## src/rtl/video_dma_pkg.sv

```systemverilog
// Shared types and constants for the video DMA read engine.
package video_dma_pkg;

  typedef enum logic [2:0] {
    ST_IDLE,
    ST_READ,
    ST_FILL_CHECK,
    ST_WRITE,
    ST_IRQ
  } state_t;

  // Bit positions inside the control register.
  localparam int CTR_START = 0;
  localparam int CTR_ABORT = 1;

  // Every bus read fetches a full 32-bit word.
  localparam logic [3:0] WB_SEL = 4'hF;

endpackage

```

## src/rtl/video_dma_pack_buf.sv

```systemverilog
// Pack staging buffer: one 32-bit word written as four bytes (MSB first at the
// lowest index), read back one byte at a time. Holds data only, so no reset.
module video_dma_pack_buf #(
  parameter int NBPACK = 16,
  parameter int IDX_W  = $clog2(NBPACK)
) (
  input  logic             clk,
  input  logic             wr_en,
  input  logic [IDX_W-1:0] wr_idx,
  input  logic [31:0]      wr_data,
  input  logic [IDX_W-1:0] rd_idx,
  output logic [7:0]       rd_data
);

  logic [7:0] mem_q [NBPACK];
  logic [7:0] mem_d [NBPACK];

  // Scatter the incoming word into four consecutive byte slots.
  always_comb begin
    mem_d = mem_q;
    if (wr_en) begin
      mem_d[wr_idx]              = wr_data[31:24];
      mem_d[wr_idx + IDX_W'(1)]  = wr_data[23:16];
      mem_d[wr_idx + IDX_W'(2)]  = wr_data[15:8];
      mem_d[wr_idx + IDX_W'(3)]  = wr_data[7:0];
    end
  end

  // Byte storage register.
  always_ff @(posedge clk) begin
    mem_q <= mem_d;
  end

  assign rd_data = mem_q[rd_idx];

endmodule

```

## src/rtl/video_dma_read.sv

```systemverilog
// Video DMA read engine: fetches a frame over Wishbone in packs of NBPACK
// bytes and streams the bytes into a FIFO, pulsing an interrupt at frame end.
// Optional build macro VIDEO_DMA_READ_CONTINUOUS_EN: loop over the frame
// forever (from the latched base) until aborted.
module video_dma_read
  import video_dma_pkg::*;
#(
  parameter int P_WIDTH    = 640,
  parameter int P_HEIGHT   = 480,
  parameter int NBPACK     = 16,
  parameter int INT_CYCLES = 4
) (
  input  logic        clk,
  input  logic        nRST,
  input  logic [31:0] wb_reg_data,
  input  logic [31:0] wb_reg_ctr,
  output logic        interrupt,
  output logic        busy,
  input  logic [31:0] p_wb_DAT_I,
  input  logic        p_wb_ACK_I,
  output logic        p_wb_STB_O,
  output logic        p_wb_CYC_O,
  output logic        p_wb_LOCK_O,
  output logic        p_wb_WE_O,
  output logic [3:0]  p_wb_SEL_O,
  output logic [31:0] p_wb_ADR_O,
  input  logic        full,
  output logic        w_e,
  output logic [7:0]  pixel_out
);

  localparam int TOTAL  = P_WIDTH * P_HEIGHT;
  localparam int PIX_W  = $clog2(TOTAL + 1);
  localparam int PACK_W = $clog2(NBPACK + 1);
  localparam int IDX_W  = $clog2(NBPACK);

  localparam logic [PIX_W-1:0]  TOTAL_C    = PIX_W'(TOTAL);
  localparam logic [PIX_W-1:0]  NBPACK_PIX = PIX_W'(NBPACK);
  localparam logic [PACK_W-1:0] NBPACK_C   = PACK_W'(NBPACK);
  localparam logic [PACK_W-1:0] LAST_C     = PACK_W'(NBPACK - 1);
  localparam logic [3:0]        INT_LAST   = 4'(INT_CYCLES - 1);

  state_t              state_q, state_d;
  logic [29:0]         base_q, base_d;
  logic [PIX_W-1:0]    pix_q, pix_d;
  logic [PACK_W-1:0]   pack_q, pack_d;
  logic [3:0]          irq_cnt_q, irq_cnt_d;
  logic                start_prev_q, start_prev_d;

  logic                start_edge;
  logic                abort;
  logic                rd_ack;
  logic                wr_fire;
  logic                last_write;
  logic [PIX_W-1:0]    pix_next;
  logic [31:0]         rd_addr;
  logic [7:0]          buf_byte;
  logic                unused_ok;

  assign start_edge = wb_reg_ctr[CTR_START] & ~start_prev_q;
  assign abort      = wb_reg_ctr[CTR_ABORT];
  assign rd_ack     = (state_q == ST_READ) & p_wb_ACK_I;
  assign wr_fire    = (state_q == ST_WRITE) & ~full;
  assign last_write = wr_fire & (pack_q == LAST_C);
  assign pix_next   = pix_q + NBPACK_PIX;
  // Both counters are multiples of 4 while reading, so the sum stays word aligned.
  assign rd_addr    = {base_q, 2'b00} + 32'(pix_q) + 32'(pack_q);
  assign unused_ok  = ^{wb_reg_ctr[31:2], wb_reg_data[1:0]};

  assign p_wb_LOCK_O = 1'b0;
  assign p_wb_WE_O   = 1'b0;
  assign p_wb_SEL_O  = WB_SEL;

  video_dma_pack_buf #(
    .NBPACK (NBPACK),
    .IDX_W  (IDX_W)
  ) u_pack_buf (
    .clk     (clk),
    .wr_en   (rd_ack),
    .wr_idx  (pack_q[IDX_W-1:0]),
    .wr_data (p_wb_DAT_I),
    .rd_idx  (pack_q[IDX_W-1:0]),
    .rd_data (buf_byte)
  );

  // State and control registers; reset drops any frame in flight.
  always_ff @(posedge clk or negedge nRST) begin
    if (!nRST) begin
      state_q      <= ST_IDLE;
      base_q       <= '0;
      pix_q        <= '0;
      pack_q       <= '0;
      irq_cnt_q    <= '0;
      start_prev_q <= 1'b0;
    end else begin
      state_q      <= state_d;
      base_q       <= base_d;
      pix_q        <= pix_d;
      pack_q       <= pack_d;
      irq_cnt_q    <= irq_cnt_d;
      start_prev_q <= start_prev_d;
    end
  end

  // Next-state logic; an abort in READ waits for the outstanding ACK.
  always_comb begin
    state_d = state_q;
    case (state_q)
      ST_IDLE:       if (start_edge) state_d = ST_READ;
      ST_READ:       if (p_wb_ACK_I) state_d = abort ? ST_IDLE : ST_FILL_CHECK;
      ST_FILL_CHECK: begin
        if (abort)                 state_d = ST_IDLE;
        else if (pack_q < NBPACK_C) state_d = ST_READ;
        else                       state_d = ST_WRITE;
      end
      ST_WRITE: begin
        if (abort)           state_d = ST_IDLE;
        else if (last_write) state_d = (pix_next == TOTAL_C) ? ST_IRQ : ST_READ;
      end
      ST_IRQ: begin
`ifdef VIDEO_DMA_READ_CONTINUOUS_EN
        if (irq_cnt_q == INT_LAST) state_d = ST_READ;
`else
        if (irq_cnt_q == INT_LAST) state_d = ST_IDLE;
`endif
      end
      default:       state_d = ST_IDLE;
    endcase
  end

  // Counter and base updates; pack_count doubles as the write and read byte index.
  always_comb begin
    base_d       = base_q;
    pix_d        = pix_q;
    pack_d       = pack_q;
    irq_cnt_d    = '0;
    start_prev_d = wb_reg_ctr[CTR_START];
    case (state_q)
      ST_IDLE: begin
        if (start_edge) begin
          base_d = wb_reg_data[31:2];
          pix_d  = '0;
          pack_d = '0;
        end
      end
      ST_READ:       if (rd_ack) pack_d = pack_q + PACK_W'(4);
      ST_FILL_CHECK: if (!(pack_q < NBPACK_C)) pack_d = '0;
      ST_WRITE: begin
        if (last_write) begin
          pack_d = '0;
          pix_d  = pix_next;
        end else if (wr_fire) begin
          pack_d = pack_q + PACK_W'(1);
        end
      end
      ST_IRQ: begin
        irq_cnt_d = irq_cnt_q + 4'd1;
`ifdef VIDEO_DMA_READ_CONTINUOUS_EN
        if (irq_cnt_q == INT_LAST) begin
          pix_d  = '0;
          pack_d = '0;
        end
`endif
      end
      default: ;
    endcase
  end

  // Outputs decoded from state; everything is zero in IDLE.
  always_comb begin
    busy       = (state_q != ST_IDLE);
    p_wb_STB_O = (state_q == ST_READ);
    p_wb_CYC_O = (state_q == ST_READ);
    p_wb_ADR_O = (state_q == ST_READ) ? rd_addr : 32'd0;
    interrupt  = (state_q == ST_IRQ);
    w_e        = wr_fire;
    pixel_out  = (state_q == ST_WRITE) ? buf_byte : 8'd0;
  end

endmodule

```

## config.mk

```make
export PLATFORM = sky130hd
export DESIGN_NAME = video_dma_read
export DESIGN_NICKNAME = d
export VERILOG_FILES = /design/src/rtl/video_dma_pkg.sv /design/src/rtl/video_dma_pack_buf.sv /design/src/rtl/video_dma_read.sv
export SDC_FILE = /design/constraint.sdc
export NUM_CORES = 1
export LEC_CHECK = 0
export ABC_AREA = 1
export CAP_MARGIN = 10
export CORE_MARGIN = 1.5
export CORE_UTILIZATION = 45
export DETAILED_ROUTE_END_ITERATION = 16
export GPL_TIMING_DRIVEN = 1
export HOLD_SLACK_MARGIN = 0.03
export PLACE_DENSITY = 0.67
export SETUP_SLACK_MARGIN = 0.1
export SLEW_MARGIN = 20
export SYNTH_ARGS = -nofsm -noshare
export SYNTH_HDL_FRONTEND = slang
export SYNTH_SLANG_ARGS = --single-unit
```

## constraint.sdc

```tcl
create_clock -name clk -period 4.45 [get_ports clk]
set_clock_uncertainty 0.05 [all_clocks]
set_input_delay 0.6675 -clock clk [delete_from_list [all_inputs] [get_ports clk]]
set_output_delay 0.6675 -clock clk [all_outputs]
set_load 0.02 [all_outputs]
```

== Yosys cells after proc, flatten, opt, wreduce, memory -nomap -nowiden ==
Cells that the tools add are included.
W data, S select, Z words.

* Word-level logic and storage cells: 114
* Output and inout bits: 51
* Register bits after elaboration: 190

* Reductions and logical operators: 12
* Muxes and demuxes: 37
* Bitwise gates (word level): 10
* Add/sub/neg operators: 9
* Magnitude comparators: 9
* Equal/unequal tests: 15

{| class="wikitable"
|+ Operators by type and width
! operator !! count
|-
| $bwmux W128 || 4
|-
| $demux W8 S4 || 4
|-
| $mux W8 || 7
|-
| $mux W19 || 2
|-
| $pmux W19 S2 || 1
|-
| $add A32 B19 Y32 || 1
|-
| $add A32 B5 Y32 || 1
|-
| $bmux W8 S4 || 1
|-
| $mux W32 || 1
|-
| $mux W5 || 5
|-
| $ge A5 B5 Y1 const B || 4
|-
| $lt A5 B1 Y1 const B || 4
|-
| $not A4 Y5 || 4
|-
| $pmux W5 S4 || 1
|-
| $add A19 B5 Y19 const B || 1
|-
| $eq A19 B19 Y1 const B || 1
|-
| $mux W3 || 6
|-
| $pmux W3 S5 || 1
|-
| $add A4 B1 Y4 const B || 2
|-
| $add A4 B2 Y4 const B || 2
|-
| $ne A2 B2 Y1 const B || 4
|-
| $eq A3 B2 Y1 const B || 2
|-
| $mux W2 || 3
|-
| $ne A3 B3 Y1 const B || 2
|-
| other kinds (20) || 28
|}

== Longest topological paths before layout ==
Gate-level depths: netlist (run 1).

* Depth after elaboration: 9
* Gate-level depth with buffers: 16
* Mapped depth without buffers: 14

== Cells and area by module ==
From an unflattened synthesis (run 1), not the netlist that was laid out.

* Cells, all modules: 2023
* Area, all modules: 14091.0 um^2

{| class="wikitable"
|+ By module, submodules not included
! module !! instances !! area each (um^2) !! cells an instance
|-
| video_dma_pack_buf || 1 || 9581.7 || 1374
|-
| video_dma_read || 1 || 4509.3 || 649
|}

== Worst setup path before layout (run 1) ==
OpenSTA, ideal clock, no wires.

* Kind: flip-flop to flip-flop
* Start point: register, netlist name pack_q[0]
* End point: register u_pack_buf.mem_q[72] (netlist name), enable pin
* Stages on the path, launching flop included: 14
* Buffers on the path: 4
* Arrival: 2.753 ns
* Slack: 1.269 ns
* Setup time: 0.378 ns
* Cells stage by stage: dfrtp_1 -> clkbuf_1 -> inv_1 -> buf_2 -> buf_2 -> ha_1 -> inv_1 -> nor2_1 -> nor2_1 -> inv_2 -> nor2_1 -> nand2_1 -> buf_2 -> a41oi_1

{| class="wikitable"
|+ RTL lines
! what !! line !! source
|-
| end signal: assignment || video_dma_pack_buf.sv:31 || <nowiki>mem_q <= mem_d;</nowiki>
|-
| end: declaration || video_dma_pack_buf.sv:15 || <nowiki>logic [7:0] mem_q [NBPACK];</nowiki>
|}

== Worst setup path after layout (run 1) ==
* Start point: register pix_q[4]
* End point: output p_wb_ADR_O[28]

* Cells in the longest elaborated chain, start to end: 3

{| class="wikitable"
|+ Ends and longest elaborated chain
! what !! line !! source
|-
| start: declaration || video_dma_read.sv:45 || <nowiki>logic [PIX_W-1:0] pix_q, pix_d;</nowiki>
|-
| start signal: assignment || video_dma_read.sv:98 || <nowiki>pix_q <= pix_d;</nowiki>
|-
| $add A32 B19 Y32 || video_dma_read.sv:67 || <nowiki>assign rd_addr = {base_q, 2'b00} + 32'(pix_q) + 32'(pack_q);</nowiki>
|-
| $add A32 B5 Y32 || video_dma_read.sv:67 ||
|-
| $mux W32 || video_dma_read.sv:174 || <nowiki>p_wb_ADR_O = (state_q == ST_READ) ? rd_addr : 32'd0;</nowiki>
|-
| end: declaration || video_dma_read.sv:26 || <nowiki>output logic [31:0] p_wb_ADR_O,</nowiki>
|}

Every way passes these cells.

==> results of run 1 <==
-- worst max-delay path: stages, from the launching register on --
cell and delay [ns]:
dfrtp_2 0.47, fa_1 0.42, ha_1 0.35, a21oi_1 0.25, o21ai_0 0.14, nand2_1 0.11, nand2_1 0.05, nand2_1 0.05
nand3_1 0.19, nand2_1 0.18, o21bai_1 0.07, a21oi_1 0.12, clkdlybuf4s50_1 0.63
-- how the worst max path moves through the flow --
stage | start | endpoint | cells past startpoint
2_1_floorplan | pack_q[0] | u_pack_buf.mem_q[72] | 13
5_1_grt | pix_q[4] | p_wb_ADR_O[28] | 12
6_report | pix_q[4] | p_wb_ADR_O[28] | 12
3_3_place_gp | pix_q[4] | p_wb_ADR_O[26] | 10
4_1_cts | pix_q[4] | p_wb_ADR_O[27] | 11
3_5_place_dp | pix_q[4] | p_wb_ADR_O[27] | 11
-- flip-flops by register name (all words and copies together) (netlist names) --
| name | count |
|---|---|
| u_pack_buf.mem_q | 128 |
| base_q | 30 |
| pix_q | 15 |
| pack_q | 5 |
| irq_cnt_q | 4 |
| state_q | 3 |
| start_prev_q | 1 |
-- kinds of logic after synthesis --
group / count (synthesis) / synth area share [%]
AOI/OAI and AO/OA: 699 / 28.1
buffers and inverters: 282 / 8.25
xor gates and xnor gates: 11 / 0.753
adders and majority gates: 51 / 4.68
and+or+nand+nor: 585 / 17.8
other: 2 / 0.0544
DFF: 186 / 38.4
muxes: 24 / 1.96
-- synth_stat cells, types with 39 or more instances --
library cell    n
inv_1         148
a31oi_1        39
dfrtp_1        58
o22ai_1       102
ha_1           50
edfxtp_1      128
o21ai_0       397
a21oi_1        95
nand2_1       207
nor2_1        206
nand3_1       138
clkbuf_1       77
-- power groups by stage --
stage                     clock [mW]  combinational (mW)  sequential (mW)
final                           1.50                4.00             2.56
after global routing            1.57                4.38             2.59
after detailed placement           0                3.91             2.59
after floorplan                    0                2.65             2.48
after global placement             0                3.84             2.58
after CTS                       1.50                3.93             2.56
-- what timing repair did --
action | 4_1_cts | 5_1_grt
gates resized for setup | 2 | 7
setup endpoints to repair | 5 | 11
gates cloned | 0 | 0
hold endpoints to repair | 0 | 0
hold buffers | 0 | 0
-- metal layers --
metal | GRT usage, % | wire, um | vias to the layer above
met1 | 41.2 | 19300 | 6562
met4 | 18.5 | 3040 | 0
li1 | - | - | 6662
met5 | 0 | 0 | -
met2 | 51.7 | 22900 | 948
met3 | 4.48 | 5640 | 191
-- area by class of cell --
| class | instances | area [sq um] |
|---|---|---|
| Clock buffer | 18 | 429 |
| Tap cell | 390 | 488 |
| Timing Repair Buffer | 143 | 1370 |
| Fill cell | 2896 | 14200 |
| Inverter | 156 | 586 |
| Sequential cell | 186 | 5300 |
| Multi-Input combinational cell | 1377 | 7390 |
| Clock inverter | 14 | 131 |
-- through the flow --
stage,utilization [%],instance area (sq um),setup WS [ns]
global route,52.5,15700,0.0789
floorplan,-,13800,1.27
finish,52.5,15700,0.253
CTS,52.5,15700,0.139
detailed placement,50.6,15100,0.458
global placement,50.6,15100,0.519
==> run summary, run 1 <==
Critical Path RT -> 3.73 ns
global-route wire length before repair -> 76.2 mm
total gr overflow -> 0
Final #Nets -> 2032
Final setup viols -> 0
register bit total from synthesis -> 186
drt wl/cell -> 22.3 um
Vias -> 14363
via/cell ratio -> 6.29
vias in the first global route -> 13310
Clock Latency Late Sink -> 0.45 ns
initial core utilization -> 46.2%
initial antenna violation count -> 0
clock period minus worst slack -> 4.20 ns
most frequent cells in the layout -> o21ai_0 (394), nand2_1 (207), nor2_1 (205)
Routed Antenna Nets -> 0
endpoints failing hold -> 0
TNS Setup -> 0 ns
Rel. slew slack -> 21.3%
critical path class -> flip-flop to primary output
setup slack, reg-to-reg -> 0.96 ns
leakage power -> 6.13 nW
Post-route DRC -> 0
Die Y -> 178 um
drt total wl -> 50.9 mm
r2r worst-path depth -> 10
Layout area overhead -> 13.7%
Port Buf Inserts -> 112
r2r startpoint -> pack_q[0]
hold slack final -> 0.250 ns
core area -> 29900 sq um
status -> complete, no violations
PD cells -> 514 nW/um^2
Reg-to-Reg End -> u_pack_buf.mem_q[105]
clock share of power -> 18.6%
# Post-CTS Setup Buffers -> 0
largest net degree at the start of global routing -> 43
Root Driver -> clkbuf_16
die area -> 31700 sq um
synthesized netlist cell count -> 1840
startpoint types -> flip-flop
H-tree depth -> 4
dominant cell type by area after synthesis -> edfxtp_1
final worst path period share -> 94.3%
commonest non-fill, non-tap cell in the layout -> o21ai_0
post-synth top area share -> 27.9%
Syn Area/Cell -> 7.50 sq um
CTS buffer count -> 17
Slew Limit Fails -> 0
combinational power share -> 49.6%
Max Fclk -> 0.238 GHz
DR iter-0 viols -> 2183
Post-synth EDFFs -> 128
CP Data Arrival Time -> 3.48 ns
switching power -> 3.60 mW
layout cells sized above 1 -> 5.86%
Placed Instances -> 2252
# rows -> 63
HP Class -> input pin to asynchronous set/reset pin
boundary pin count -> 151
Seq pwr share -> 31.8%
Synth area leaders -> edfxtp_1 (28%), o21ai_0 (14%), dfrtp_1 (11%)
Longest Clk Path Bufs -> 2
P_int -> 4.47 mW
CTS tree -> done
router iterations before antenna repair -> 6
RSZ-0062 raised after global routing -> no
Post-Syn Area -> 13800 sq um
asr flop ratio synth -> 31.2%
GR Util All Layers -> 32.1%
Least-Margin Pin Slew -> 1.18 ns
clk sinks -> 186
worst ir drop on vdd -> 0.317 mV
Max Cap Viol -> 0
Yosys Warn Count -> 0
Top FF cell, synth -> edfxtp_1
clock slew at reported path FFs -> 0.08 ns
ant diodes -> 0
CP Capture Type -> primary output
GPL Wtd Cong -> 0.976
Seq/Total Area, Yosys -> 38.4%
Worst Path Max Fanout -> 8
Die Width -> 178 um
final std cells w/o fill -> 2284
Distinct cells, synth -> 43
Tot Pwr -> 8.06 mW
Switching Share -> 44.6%
dpl hpwl -> 34.5 mm
(Power assumes the default switching activity.)
==> run 2, diff against run 1 <==
CORE_MARGIN = not set   (was 1.5)
==> run 2 against run 1 <==
Against the previous run: routed wire length rose by 0.77%; final cell count barely moved; clock power rose by 3%; sequential share of layout area barely moved; combinational power barely moved; register-to-register slack got worse by 0.05 ns; global-route usage rose by 0.97 points; via count fell by 1.2%; clock-buffer cell count fell by 1; critical path type unchanged.
==> run summary, run 2 (synthesis gave the netlist of run 1 again) <==
Critical Path RT -> 3.73 ns
TNS Setup -> 0 ns
Port Buf Inserts -> 112
Layout area overhead -> 13.8%
Die Width -> 177 um
H-tree depth -> 4
CP Capture Type -> primary output
post-layout util -> 52.5%
dpl hpwl -> 34.1 mm
# rows -> 63
core area -> 29900 sq um
Hold Buf Count CTS -> 0
total gr overflow -> 0
endpoints failing hold -> 0
Die Y -> 177 um
CTS tree -> done
Placed Instances -> 2250
GPL Wtd Cong -> 0.966
P_int -> 4.46 mW
Routed Antenna Nets -> 0
Final #Nets -> 2030
Clock Latency Late Sink -> 0.46 ns
# Post-CTS Setup Buffers -> 0
Max Fclk -> 0.241 GHz
most frequent cells in the layout -> o21ai_0 (395), nand2_1 (207), nor2_1 (205)
clk sinks -> 186
combinational power share -> 49.3%
setup slack, reg-to-reg -> 0.91 ns
Worst Path Max Fanout -> 8
global-route wire length before repair -> 77.4 mm
DR iter-0 viols -> 1850
r2r startpoint -> pack_q[1]
HP Class -> input pin to asynchronous set/reset pin
startpoint types -> flip-flop
ant diodes -> 0
Reg with most FFs -> u_pack_buf.mem_q
layout cells sized above 1 -> 5.92%
vias in the first global route -> 13302
via/cell ratio -> 6.22
RSZ-0062 raised after global routing -> yes
leakage power -> 6.14 nW
final std cells w/o fill -> 2282
PD cells -> 514 nW/um^2
Switching Share -> 44.7%
critical path class -> flip-flop to primary output
CTS buffer count -> 17
commonest non-fill, non-tap cell in the layout -> o21ai_0
Seq pwr share -> 31.5%
die area -> 31400 sq um
Reg-to-Reg End -> u_pack_buf.mem_q[124]
largest registers -> u_pack_buf.mem_q (128), base_q (30), pix_q (15)
Slew Limit Fails -> 0
clock slew at reported path FFs -> 0.08 ns
clock share of power -> 19.1%
clock period minus worst slack -> 4.15 ns
Post-route DRC -> 0
initial antenna violation count -> 0
drt wl/cell -> 22.5 um
Layout fillers -> 2864
status -> complete, no violations
Longest Clk Path Bufs -> 2
Max Cap Viol -> 0
router iterations before antenna repair -> 6
worst ir drop on vdd -> 0.300 mV
CP Data Arrival Time -> 3.43 ns
largest net degree at the start of global routing -> 41
r2r worst-path depth -> 6
hold slack final -> 0.254 ns
Root Driver -> clkbuf_16
max FFs per register -> 128
final worst path period share -> 93.2%
drt total wl -> 51.2 mm
Rel. slew slack -> 20.5%
boundary pin count -> 151
Least-Margin Pin Slew -> 1.19 ns
Final setup viols -> 0
Vias -> 14192
switching power -> 3.61 mW
initial core utilization -> 46.2%
GR Util All Layers -> 33.1%
[run 2: worst max-delay path, stage by stage (launching register included)]
cell	delay, ns
dfrtp_2	0.48
fa_1	0.50
ha_1	0.35
nand2_1	0.08
o21ai_0	0.27
buf_4	0.18
nand2_1	0.05
nand3_1	0.13
nand3_1	0.09
nand2_1	0.08
o21ai_0	0.07
nor2_1	0.10
clkdlybuf4s50_1	0.61
[run 2: cell type report]
class	instances	area, sq um	area share, %
well taps	390	488	3.11
flip-flops and latches	186	5300	33.8
inverters	156	588	3.75
repair buffers	141	1340	8.56
clock inverters	15	151	0.965
multi-input cells	1377	7400	47.1
clock buffers	17	425	2.71
[run 2: worst max-delay path by stage]
| stage | startpoint | to | slack [ns] |
|---|---|---|---|
| final | pix_q[4] | p_wb_ADR_O[18] | 0.30 |
| after CTS | pix_q[4] | p_wb_ADR_O[17] | 0.18 |
| after global routing | pix_q[4] | p_wb_ADR_O[17] | 0.09 |
| after detailed placement | pix_q[4] | p_wb_ADR_O[27] | 0.44 |
| after global placement | pix_q[4] | p_wb_ADR_O[27] | 0.49 |
| after floorplan | pack_q[0] | u_pack_buf.mem_q[72] | 1.27 |
[run 2: metal layers]
layer | vias to the layer above | track usage (%) | routed length (um)
met5 | - | 0 | 0
met4 | 0 | 18.0 | 2830
met3 | 180 | 6.98 | 5680
met2 | 904 | 52.8 | 23200
met1 | 6455 | 41.6 | 19500
li1 | 6653 | - | -
[run 2: per-stage QoR]
stage          power [mW]  setup slack [ns]  cell area, sq um
6_report             8.07             0.304             15700
5_1_grt              8.55            0.0894             15700
4_1_cts              8.01             0.176             15700
3_5_place_dp         6.47             0.437             15100
3_3_place_gp         6.40             0.493             15100
2_1_floorplan        5.13              1.27             13800
[run 2: power groups by stage]
stage / Sequential [mW] / Clock [mW] / Combinational [mW]
2_1_floorplan: 2.48 / 0 / 2.65
3_3_place_gp: 2.56 / 0 / 3.84
3_5_place_dp: 2.58 / 0 / 3.89
4_1_cts: 2.54 / 1.56 / 3.91
5_1_grt: 2.58 / 1.62 / 4.35
6_report: 2.55 / 1.54 / 3.98
[run 2: repair_timing]
item                                   in CTS  in global routing
resized for setup                           2                 11
setup endpoints to repair                   5                 12
gates cloned                                0                  0
endpoints found under the hold margin       0                  0
==> run 3, diff against run 2 <==
CTS_CLUSTER_SIZE = 12   (was not set)
==> results of run 3 <==
Final layout, timing and power as in run 2 (identical DEF).
